## src/rtl/memctrl_pkg.sv

```systemverilog
// Shared types and constants for the byte-wide RAM port controller.
// Holds the FSM encoding, the access size codes and the IO window placement.
package memctrl_pkg;

  typedef enum logic [1:0] {
    ST_IDLE  = 2'd0,
    ST_READ  = 2'd1,
    ST_WRITE = 2'd2
  } state_e;

  typedef enum logic {
    REQ_IC  = 1'b0,
    REQ_LSB = 1'b1
  } req_e;

  localparam logic [1:0] SZ_B = 2'b00;
  localparam logic [1:0] SZ_H = 2'b01;
  localparam logic [1:0] SZ_W = 2'b10;

  localparam logic [31:0] IO_BASE_DEFAULT = 32'h0003_0000;
  localparam int          IO_SPAN         = 8;

  // Number of byte transfers for an LSB access size.
  function automatic logic [2:0] size_to_n(input logic [1:0] size);
    case (size)
      SZ_B:    return 3'd1;
      SZ_H:    return 3'd2;
      default: return 3'd4;
    endcase
  endfunction

endpackage

```

## src/rtl/memctrl_arbiter.sv

```systemverilog
// Two-way round-robin grant between icache and LSB.
// A requester whose done pulse is high this cycle is masked so it is not re-accepted.
module rr_arbiter2
  import memctrl_pkg::*;
(
  input  logic clk,
  input  logic rst_n,
  input  logic rdy,
  input  logic idle,
  input  logic clear,
  input  logic req_ic,
  input  logic req_lsb,
  input  logic done_ic,
  input  logic done_lsb,
  output logic grant_ic,
  output logic grant_lsb
);

  req_e last_grant;
  logic open;
  logic ic_ok;
  logic lsb_ok;

  assign open   = rdy & idle & ~clear;
  assign ic_ok  = req_ic & ~done_ic;
  assign lsb_ok = req_lsb & ~done_lsb;

  // On a tie the requester that was not served last wins.
  assign grant_ic  = open & ic_ok  & (~lsb_ok | (last_grant == REQ_LSB));
  assign grant_lsb = open & lsb_ok & (~ic_ok  | (last_grant == REQ_IC));

  always_ff @(posedge clk or negedge rst_n) begin
    if (!rst_n) begin
      last_grant <= REQ_LSB;
    end else if (grant_ic) begin
      last_grant <= REQ_IC;
    end else if (grant_lsb) begin
      last_grant <= REQ_LSB;
    end
  end

endmodule

```

## src/rtl/memctrl.sv

```systemverilog
// Byte-wide RAM port controller shared by the icache and the load/store buffer.
// Splits requests into 1/2/4 byte transfers and assembles read data little-endian.
module memctrl
  import memctrl_pkg::*;
#(
  parameter int                ADDR_W  = 32,
  parameter logic [ADDR_W-1:0] IO_BASE = ADDR_W'(IO_BASE_DEFAULT)
) (
  input  logic              clk,
  input  logic              rst_n,
  input  logic              rdy,
  input  logic [7:0]        mem_din,
  output logic [7:0]        mem_dout,
  output logic [ADDR_W-1:0] mem_a,
  output logic              mem_wr,
  input  logic              io_buffer_full,
  input  logic              clear,
  input  logic              icache_to_memctrl,
  input  logic [ADDR_W-1:0] icache_addr,
  output logic              memctrl_to_icache,
  output logic [31:0]       inst_out,
  input  logic              lsb_to_memctrl,
  input  logic              lsb_wr,
  input  logic [1:0]        lsb_size,
  input  logic [ADDR_W-1:0] lsb_addr,
  input  logic [31:0]       lsb_wdata,
  output logic              memctrl_to_lsb,
  output logic [31:0]       lsb_rdata
);

  state_e            state, state_next;
  req_e              owner, owner_next;
  logic [ADDR_W-1:0] base_addr, base_addr_next;
  logic [2:0]        n_bytes, n_bytes_next;
  logic [2:0]        a_idx, a_idx_next;
  logic              pend_valid, pend_valid_next;
  logic [1:0]        pend_idx, pend_idx_next;
  logic [31:0]       data_buf, data_buf_next;
  logic [31:0]       wdata, wdata_next;
  logic [ADDR_W-1:0] mem_a_q, mem_a_next;
  logic [7:0]        dout_q, dout_next;
  logic              wr_q, wr_next;
  logic              ic_done, ic_done_next;
  logic              lsb_done, lsb_done_next;
  logic [31:0]       inst_q, inst_next;
  logic [31:0]       rdata_q, rdata_next;

  logic              grant_ic;
  logic              grant_lsb;
  logic [31:0]       buf_cap;
  logic [2:0]        a_idx_inc;
  logic [1:0]        wr_sel;
  logic [ADDR_W-1:0] io_off;
  logic              io_hit;
  logic              throttle;

  rr_arbiter2 u_arb (
    .clk       (clk),
    .rst_n     (rst_n),
    .rdy       (rdy),
    .idle      (state == ST_IDLE),
    .clear     (clear),
    .req_ic    (icache_to_memctrl),
    .req_lsb   (lsb_to_memctrl),
    .done_ic   (ic_done),
    .done_lsb  (lsb_done),
    .grant_ic  (grant_ic),
    .grant_lsb (grant_lsb)
  );

  // Buffer with the byte arriving on mem_din merged into its lane.
  for (genvar gi = 0; gi < 4; gi++) begin : g_cap
    assign buf_cap[8*gi +: 8] = (pend_idx == 2'(gi)) ? mem_din : data_buf[8*gi +: 8];
  end

  assign a_idx_inc = a_idx + 3'd1;
  assign wr_sel    = a_idx_inc[1:0];
  assign io_off    = base_addr - IO_BASE;
  assign io_hit    = io_off < ADDR_W'(IO_SPAN);
  assign throttle  = (state == ST_WRITE) && io_hit && io_buffer_full;

  assign mem_a             = mem_a_q;
  assign mem_dout          = dout_q;
  assign mem_wr            = wr_q & rdy & ~throttle;
  assign memctrl_to_icache = ic_done;
  assign memctrl_to_lsb    = lsb_done;
  assign inst_out          = inst_q;
  assign lsb_rdata         = rdata_q;

  always_comb begin
    state_next      = state;
    owner_next      = owner;
    base_addr_next  = base_addr;
    n_bytes_next    = n_bytes;
    a_idx_next      = a_idx;
    pend_valid_next = pend_valid;
    pend_idx_next   = pend_idx;
    data_buf_next   = data_buf;
    wdata_next      = wdata;
    mem_a_next      = mem_a_q;
    dout_next       = dout_q;
    wr_next         = wr_q;
    ic_done_next    = ic_done;
    lsb_done_next   = lsb_done;
    inst_next       = inst_q;
    rdata_next      = rdata_q;

    if (!rdy) begin
      // A byte in flight during a pause is lost; rewind so it is re-presented.
      if (state == ST_READ && pend_valid) begin
        a_idx_next = {1'b0, pend_idx};
        mem_a_next = base_addr + ADDR_W'(pend_idx);
      end
      pend_valid_next = 1'b0;
    end else begin
      ic_done_next  = 1'b0;
      lsb_done_next = 1'b0;
      case (state)
        ST_IDLE: begin
          if (grant_ic || grant_lsb) begin
            base_addr_next  = grant_ic ? icache_addr : lsb_addr;
            mem_a_next      = grant_ic ? icache_addr : lsb_addr;
            owner_next      = grant_ic ? REQ_IC : REQ_LSB;
            n_bytes_next    = grant_ic ? 3'd4 : size_to_n(lsb_size);
            a_idx_next      = 3'd0;
            pend_valid_next = 1'b0;
            data_buf_next   = 32'd0;
            if (grant_lsb && lsb_wr) begin
              state_next = ST_WRITE;
              wr_next    = 1'b1;
              wdata_next = lsb_wdata;
              dout_next  = lsb_wdata[7:0];
            end else begin
              state_next = ST_READ;
            end
          end
        end

        ST_READ: begin
          if (clear) begin
            state_next      = ST_IDLE;
            mem_a_next      = '0;
            pend_valid_next = 1'b0;
          end else begin
            if (pend_valid) begin
              data_buf_next = buf_cap;
              if ({1'b0, pend_idx} == n_bytes - 3'd1) begin
                state_next = ST_IDLE;
                mem_a_next = '0;
                if (owner == REQ_IC) begin
                  inst_next    = buf_cap;
                  ic_done_next = 1'b1;
                end else begin
                  rdata_next    = buf_cap;
                  lsb_done_next = 1'b1;
                end
              end
            end
            if (a_idx < n_bytes) begin
              pend_valid_next = 1'b1;
              pend_idx_next   = a_idx[1:0];
              a_idx_next      = a_idx_inc;
              mem_a_next      = (a_idx_inc < n_bytes) ? base_addr + ADDR_W'(a_idx_inc) : '0;
            end else begin
              pend_valid_next = 1'b0;
            end
          end
        end

        ST_WRITE: begin
          if (!throttle) begin
            if (a_idx == n_bytes - 3'd1) begin
              state_next    = ST_IDLE;
              mem_a_next    = '0;
              wr_next       = 1'b0;
              dout_next     = 8'd0;
              lsb_done_next = 1'b1;
            end else begin
              a_idx_next = a_idx_inc;
              mem_a_next = base_addr + ADDR_W'(a_idx_inc);
              dout_next  = wdata[{wr_sel, 3'b000} +: 8];
            end
          end
        end

        default: begin
          state_next = ST_IDLE;
          mem_a_next = '0;
          wr_next    = 1'b0;
        end
      endcase
    end
  end

  always_ff @(posedge clk or negedge rst_n) begin
    if (!rst_n) begin
      state      <= ST_IDLE;
      owner      <= REQ_IC;
      base_addr  <= '0;
      n_bytes    <= 3'd0;
      a_idx      <= 3'd0;
      pend_valid <= 1'b0;
      pend_idx   <= 2'd0;
      data_buf   <= 32'd0;
      wdata      <= 32'd0;
      mem_a_q    <= '0;
      dout_q     <= 8'd0;
      wr_q       <= 1'b0;
      ic_done    <= 1'b0;
      lsb_done   <= 1'b0;
      inst_q     <= 32'd0;
      rdata_q    <= 32'd0;
    end else begin
      state      <= state_next;
      owner      <= owner_next;
      base_addr  <= base_addr_next;
      n_bytes    <= n_bytes_next;
      a_idx      <= a_idx_next;
      pend_valid <= pend_valid_next;
      pend_idx   <= pend_idx_next;
      data_buf   <= data_buf_next;
      wdata      <= wdata_next;
      mem_a_q    <= mem_a_next;
      dout_q     <= dout_next;
      wr_q       <= wr_next;
      ic_done    <= ic_done_next;
      lsb_done   <= lsb_done_next;
      inst_q     <= inst_next;
      rdata_q    <= rdata_next;
    end
  end

endmodule

```

## config.mk

```make
export PLATFORM = sky130hd
export DESIGN_NAME = memctrl
export DESIGN_NICKNAME = d
export VERILOG_FILES = /design/src/rtl/memctrl_pkg.sv /design/src/rtl/memctrl_arbiter.sv /design/src/rtl/memctrl.sv
export SDC_FILE = /design/constraint.sdc
export NUM_CORES = 1
export LEC_CHECK = 0
export CAP_MARGIN = 10
export CORE_ASPECT_RATIO = 1.1
export CORE_UTILIZATION = 53
export CTS_CLUSTER_DIAMETER = 100
export CTS_CLUSTER_SIZE = 24
export DETAILED_ROUTE_END_ITERATION = 16
export HOLD_SLACK_MARGIN = 0.15
export PLACE_DENSITY = 0.86
export SYNTH_ARGS = -nofsm -noshare
export SYNTH_HDL_FRONTEND = slang
export SYNTH_SLANG_ARGS = --single-unit
```

## constraint.sdc

```tcl
create_clock -name clk -period 4.1 [get_ports clk]
set_input_delay 0.41 -clock clk [delete_from_list [all_inputs] [get_ports clk]]
set_output_delay 0.41 -clock clk [all_outputs]
set_load 0.005 [all_outputs]
```

Word-level counts from Yosys, hierarchy flattened
Cells that the tools add are included.
{"block": "word_totals", "register_bits": 216, "inputBits": 114, "out_inout_bits": 107, "wordCells": 164}
{"block": "classes", "add_sub_neg": 5, "n_lt_le_gt_ge": 3, "eq_ne": 25, "shifts": 1, "n_mux": 68, "n_bitwise": 21, "reduce_logical": 24}
{"operator": "$mux W32", "n": 14}
{"operator": "$pmux W32 S3", "n": 1}
{"operator": "$mux W8", "n": 8}
{"operator": "$pmux W32 S2", "n": 1}
{"operator": "$add A32 B2 Y32", "n": 1}
{"operator": "$add A32 B3 Y32", "n": 1}
{"operator": "$lt A32 B4 Y1 const B", "n": 1}
{"operator": "$shiftx A32 B6 Y8", "n": 1}
{"operator": "$sub A32 B18 Y32 const B", "n": 1}
{"operator": "$mux W3", "n": 8}
{"operator": "$reduce_and A6 Y1", "n": 4}
{"operator": "$mux W1", "n": 22}
{"operator": "$pmux W8 S2", "n": 1}
{"operator": "$ne A3 B3 Y1 const B", "n": 5}
{"operator": "$reduce_and A5 Y1", "n": 3}
{"operator": "$mux W2", "n": 7}
{"operator": "$and A1 B1 Y1", "n": 10}
{"operator": "$ne A2 B2 Y1 const B", "n": 5}
{"operator": "$not A1 Y1", "n": 9}
{"operator": "$pmux W3 S3", "n": 1}
{"operator": "$reduce_and A4 Y1", "n": 2}
{"operator": "$reduce_bool A2 Y1", "n": 4}
{"operator": "$reduce_and A7 Y1", "n": 1}
{"operator": "$eq A2 B1 Y1 const B", "n": 3}
{"operator": "other kinds (22)", "n": 33}

Depth between registers and ports, before layout
{"block": "logic_depth", "word_depth": 9, "ltp_mapped": 12, "ltp_nobuf": 10}

Hierarchy
Synthesis repeated with hierarchy kept, for this count alone.
{"block": "unflattened", "hier_cells": 1184, "hier_area_um2": 11750.0}
{"module": "memctrl", "instances": 1, "cells_per_inst": 1175, "area_each_um2": 11659.9, "seq_area_each_um2": 5380.2}
{"module": "rr_arbiter2", "instances": 1, "cells_per_inst": 9, "area_each_um2": 90.1, "seq_area_each_um2": 26.3}

Worst setup path after synthesis
Ideal clock, no wire load.
{"block": "synth_timing", "path_type": "register -> register", "start": "register a_idx[1]", "end": "register mem_a_q[24] (netlist: mem_a[24])", "setup_time_ns": 0.130, "arrival_time_ns": 2.806, "required_time_ns": 3.970, "setup_slack_ns": 1.164, "path_stages_with_launch": 12, "n_path_buf": 2, "synth_period_minus_slack_ns": 2.936, "path_cell_list": "dfrtp_1 -> ha_1 -> clkbuf_1 -> inv_1 -> fa_1 -> nor2b_1 -> o2111ai_1 -> clkbuf_1 -> nor3_1 -> xor2_1 -> a222oi_1 -> o21ai_0"}
{"block": "synth_via", "elab_chain_len": 7, "word_cells_on_any_way": 15, "classes_between": "2 x add/sub; 2 x order compare; 3 x eq/ne; 7 x mux; 1 x reduce/logical"}
{"element": "from (decl)", "line_no": "memctrl.sv:35", "text": "logic [2:0] a_idx, a_idx_next;"}
{"element": "from (signal assigned)", "line_no": "memctrl.sv:218", "text": "a_idx <= a_idx_next;"}
{"element": "$add A3 B1 Y3", "line_no": "memctrl.sv:76", "text": "assign a_idx_inc = a_idx + 3'd1;"}
{"element": "$add A32 B3 Y32 or $lt A3 B3 Y1 (tied branches)", "line_no": "memctrl.sv:163, memctrl.sv:180"}
{"element": "$mux W32", "line_no": "memctrl.sv:163", "text": "mem_a_next = (a_idx_inc < n_bytes) ? base_addr + ADDR_W'(a_idx_inc) : '0;"}
{"element": "$mux W32", "line_no": "memctrl.sv:159", "text": "if (a_idx < n_bytes) begin"}
{"element": "$mux W32", "line_no": "memctrl.sv:140", "text": "if (clear) begin"}
{"element": "$pmux W32 S3", "line_no": "memctrl.sv:118", "text": "case (state)"}
{"element": "$mux W32", "line_no": "memctrl.sv:108", "text": "if (!rdy) begin"}
{"element": "to (signal assigned)", "line_no": "memctrl.sv:223", "text": "mem_a_q <= mem_a_next;"}
{"element": "to (decl)", "line_no": "memctrl.sv:40", "text": "logic [ADDR_W-1:0] mem_a_q, mem_a_next;"}
Several ways; a longest one is shown, not always the timed one. The select of a mux whose other input is x is not followed.
A chain may end at the register's enable or synchronous reset.

Worst setup path after layout
{"block": "layout_timing", "start": "register state[0]", "end": "output mem_wr"}
{"block": "layout_via", "elab_chain_len": 5}
{"element": "from (decl)", "line_no": "memctrl.sv:31", "text": "state_e state, state_next;"}
{"element": "from (signal assigned)", "line_no": "memctrl.sv:214", "text": "state <= state_next;"}
{"element": "$eq A2 B2 Y1", "line_no": "memctrl.sv:80", "text": "assign throttle = (state == ST_WRITE) && io_hit && io_buffer_full;"}
{"element": "$logic_and A1 B1 Y1 (2 in a row)", "line_no": "memctrl.sv:80"}
{"element": "$not A1 Y1", "line_no": "memctrl.sv:84", "text": "assign mem_wr = wr_q & rdy & ~throttle;"}
{"element": "$and A1 B1 Y1", "line_no": "memctrl.sv:84"}
{"element": "to (decl)", "line_no": "memctrl.sv:15", "text": "output logic mem_wr,"}
Every way passes these cells.

==> summary.md <==
| Metric | Value |
|---|---|
| Critical Path End Type | `primary output` |
| Post-layout minimum cycle time | `3430 ps` |
| Reg-to-reg endpoint | `data_buf[30]$_DFFE_PN0P_` |
| Top post-synthesis cells by area | `dfrtp_1 (46%), o21ai_0 (7.2%), nand2_1 (6.7%)` |
| Psw | `0.00329 W` |
| H-tree levels | `1` |
| Global-route wire length before repair | `51700 um` |
| Relative slew slack | `0.216` |
| Yosys top cell area share | `0.457` |
| Top-count cell post-synth | `dfrtp_1` |
| Syn_area_per_cell | `9.67 um2` |
| Syn nets | `1350` |
| Crit path largest cell delay | `480 ps` |
| DR iter-0 viols | `807` |
| Fmax | `291 MHz` |
| CP cell instances | `inv_1 > ha_1 > nor3b_1 > nand4_1 > nor3_2 > nor2_1 > and2_1 > clkdlybuf4s50_1` |
| Yosys warns | `0` |
| CP Max Fanout | `6` |
| Power Density | `595 nW/um2` |
| Worst IR drop on VDD | `0.322 mV` |
| Tcrit/Tclk final | `0.837` |
| R2R setup slack | `850 ps` |
| DR vias/cell | `6.00` |
| Critical Path Source | `state[0]$_DFFE_PN0P_` |
| Sink Count | `216` |
| Core area | `21500 um2` |
| Share of layout cells above drive strength 1 | `0.0790` |
| CP max stage cell | `nor3_2` |
| Setup Fix Bufs, Post-CTS | `0` |
| Final Setup Violations | `0` |
| Layout area overhead | `22.2%` |
| Non-Filler Instances | `1669` |
| Die area | `22800 um2` |
| Startpoint class of the critical path | `register` |
| Hold_sp | `lsb_rdata[25]$_DFFE_PN0P_` |
| Hold-fix buffers at CTS | `1` |
| Switching share of power | `0.385` |
| DP HPWL | `23000 um` |
| Initial Utilization | `0.547` |
| # diodes | `0` |
| Crit Path Category | `reg2out` |
| Distinct cell type count after synthesis | `80` |
| Die H | `158 um` |
| Placed cells | `1651` |
| Outcome | `finished clean` |
| Ys async rst share | `1.00` |
| Cell area after synthesis | `11800 um2` |
| Cells after Synth | `1217` |
| Fin. Hold Viols | `0` |
| Area leader, netlist | `dfrtp_1` |
| Drt total wl | `32100 um` |
| Total gr overflow | `0` |
| Synth cell count leaders | `dfrtp_1 (215), nand2_1 (210), o21ai_0 (169)` |
| Drt pass-1 iters | `5` |
| Worst slew pin tran | `1160 ps` |
| Leakage power | `6.20 nW` |
| Combinational share of power | `0.436` |
| FF+latch count, synth | `216` |
| Register share of total power | `0.414` |
| Vias in the first global route | `9789` |
| Min-delay worst type | `reg2reg` |
| FP Rows | `56` |
| Slew Limit Fails | `0` |
| TritonCTS clock tree | `built` |
| CTS max path bufs | `3` |
| Sum Neg Setup Slack | `0 ps` |
| RePlAce Congestion | `0.928` |
| Final routed DRC violation total | `0` |
| Max Cap Violations | `0` |
| Root buffer selected by CTS | `clkbuf_16` |
| Internal Pwr Total | `0.00526 W` |
| WHS Path Cells | `2` |
| Antenna viol nets, final | `0` |
| Clock Power Share | `0.150` |
| Worst reg-to-reg path cell count | `8` |
| Critical path data arrival time | `3020 ps` |
| Clock Skews | `29.9 ps` |
| RSZ-0062 raised after global routing | `false` |
| Worst Path Required | `3690 ps` |
| Global-route usage over all layers | `0.289` |
| Largest net degree at the start of global routing | `87` |
| I/O Pins | `221` |
| Sequential element share of the synthesized area | `0.460` |
| Worst-path clk slew | `100 ps` |
| Hold Crit Endpoint | `lsb_rdata[25]$_DFFE_PN0P_` |
| CTS Buf Count | `12` |
| I/O Buffers | `220` |
| R2r startpoint | `state[1]$_DFFE_PN0P_` |
| Nets | `1509` |
| Skew-Pair Late Insertion Delay | `490 ps` |
| Vias | `10.0k` |
| Drt wl/cell | `19.3 um` |
| Initial antenna violation count | `0` |
| Total power | `0.00855 W` |
| Number of gates resized after CTS | `0` |
| Post-synth EDFFs | `0` |
| Die W | `144 um` |
| Synth Flop Type | `dfrtp_1` |
==> cell type report <==
cell class | count | area, um2
well taps | 290 | 363
flip-flops and latches | 216 | 5410
fillers | 1689 | 7130
clock buffers | 17 | 340
repair buffers | 246 | 2400
inverters | 22 | 82.6
multi-input cells | 878 | 5780
==> power by group through the flow <==
stage	combinational, W	sequential [W]	clock [W]
final	0.00373	0.00354	0.00128
after global routing	0.00411	0.00363	0.00136
after CTS	0.00372	0.00353	0.00130
after detailed placement	0.00370	0.00356	0
after global placement	0.00359	0.00354	0
after floorplan	0.00266	0.00323	0
==> worst max path at each step <==
stage                                  to  cells after the start  slack (ps)
global placement     mem_a[9]$_DFFE_PN0P_                      8         910
CTS                                mem_wr                      8         700
detailed placement   mem_a[9]$_DFFE_PN0P_                      8         920
finish                             mem_wr                      8         670
global route                       mem_wr                      8         560
floorplan           mem_a[24]$_DFFE_PN0P_                     11        1160
==> per-stage QoR <==
stage           util  instance area [um2]  hold WS [ps]  setup slack, ps
6_report       0.669                14400           485              667
5_1_grt        0.669                14400           513              556
4_1_cts        0.669                14400           490              698
3_5_place_dp   0.652                14000           469              923
3_3_place_gp   0.652                14000           459              914
2_1_floorplan      -                11800           114             1160
==> worst max-delay path, delay by kind of cell (launching register included) <==
family | cells | cell delay [ps]
fa+ha+maj | 1 | 210
simple gates | 5 | 1310
flops | 1 | 420
buf+inv | 2 | 590
==> cells by family (layout without fill, tap and decap cells) <==
kind of cell | Yosys count | after routing | synth area share
fa+ha+maj | 19 | 19 | 0.0215
buf+inv | 123 | 285 | 0.0494
compound gates | 324 | 324 | 0.170
flops | 216 | 216 | 0.460
mux | 97 | 97 | 0.0954
xor+xnor | 60 | 60 | 0.0458
simple gates | 378 | 378 | 0.158
==> cells in the final DEF, fill, tap and decap left out, types with 7 or more instances in the layout <==
cell type	count
and4_1	10
nor2_1	32
nor2b_1	7
nand3_1	16
and3_1	18
clkdlybuf4s50_1	219
nand4_1	20
o21ai_0	169
nor3_1	13
a21oi_1	31
nor4_1	9
mux2i_1	48
clkbuf_16	13
mux2_2	41
xnor2_1	34
a22oi_1	41
ha_1	17
inv_1	20
o211ai_1	10
o2bb2ai_1	8
mux4_2	8
xor2_1	25
a21boi_0	10
nand2_1	209
and2_1	15
dfrtp_1	215
buf_4	25
==> sequential cells by signal, indices dropped and copies added (netlist names), 3 cells and up <==
name       count
mem_dout       8
wdata         32
data_buf      32
mem_a         32
inst_out      32
n_bytes        3
base_addr     32
a_idx          3
lsb_rdata     32
==> per-layer routing <==
metal  vias to the layer above  wire length, um  GRT usage
met5                         -                0          0
met2                       488            15200      0.467
met3                        77             2430     0.0397
met4                         0             1030      0.117
li1                       4641                -          -
met1                      4811            13500      0.395
(Power assumes the default switching activity.)
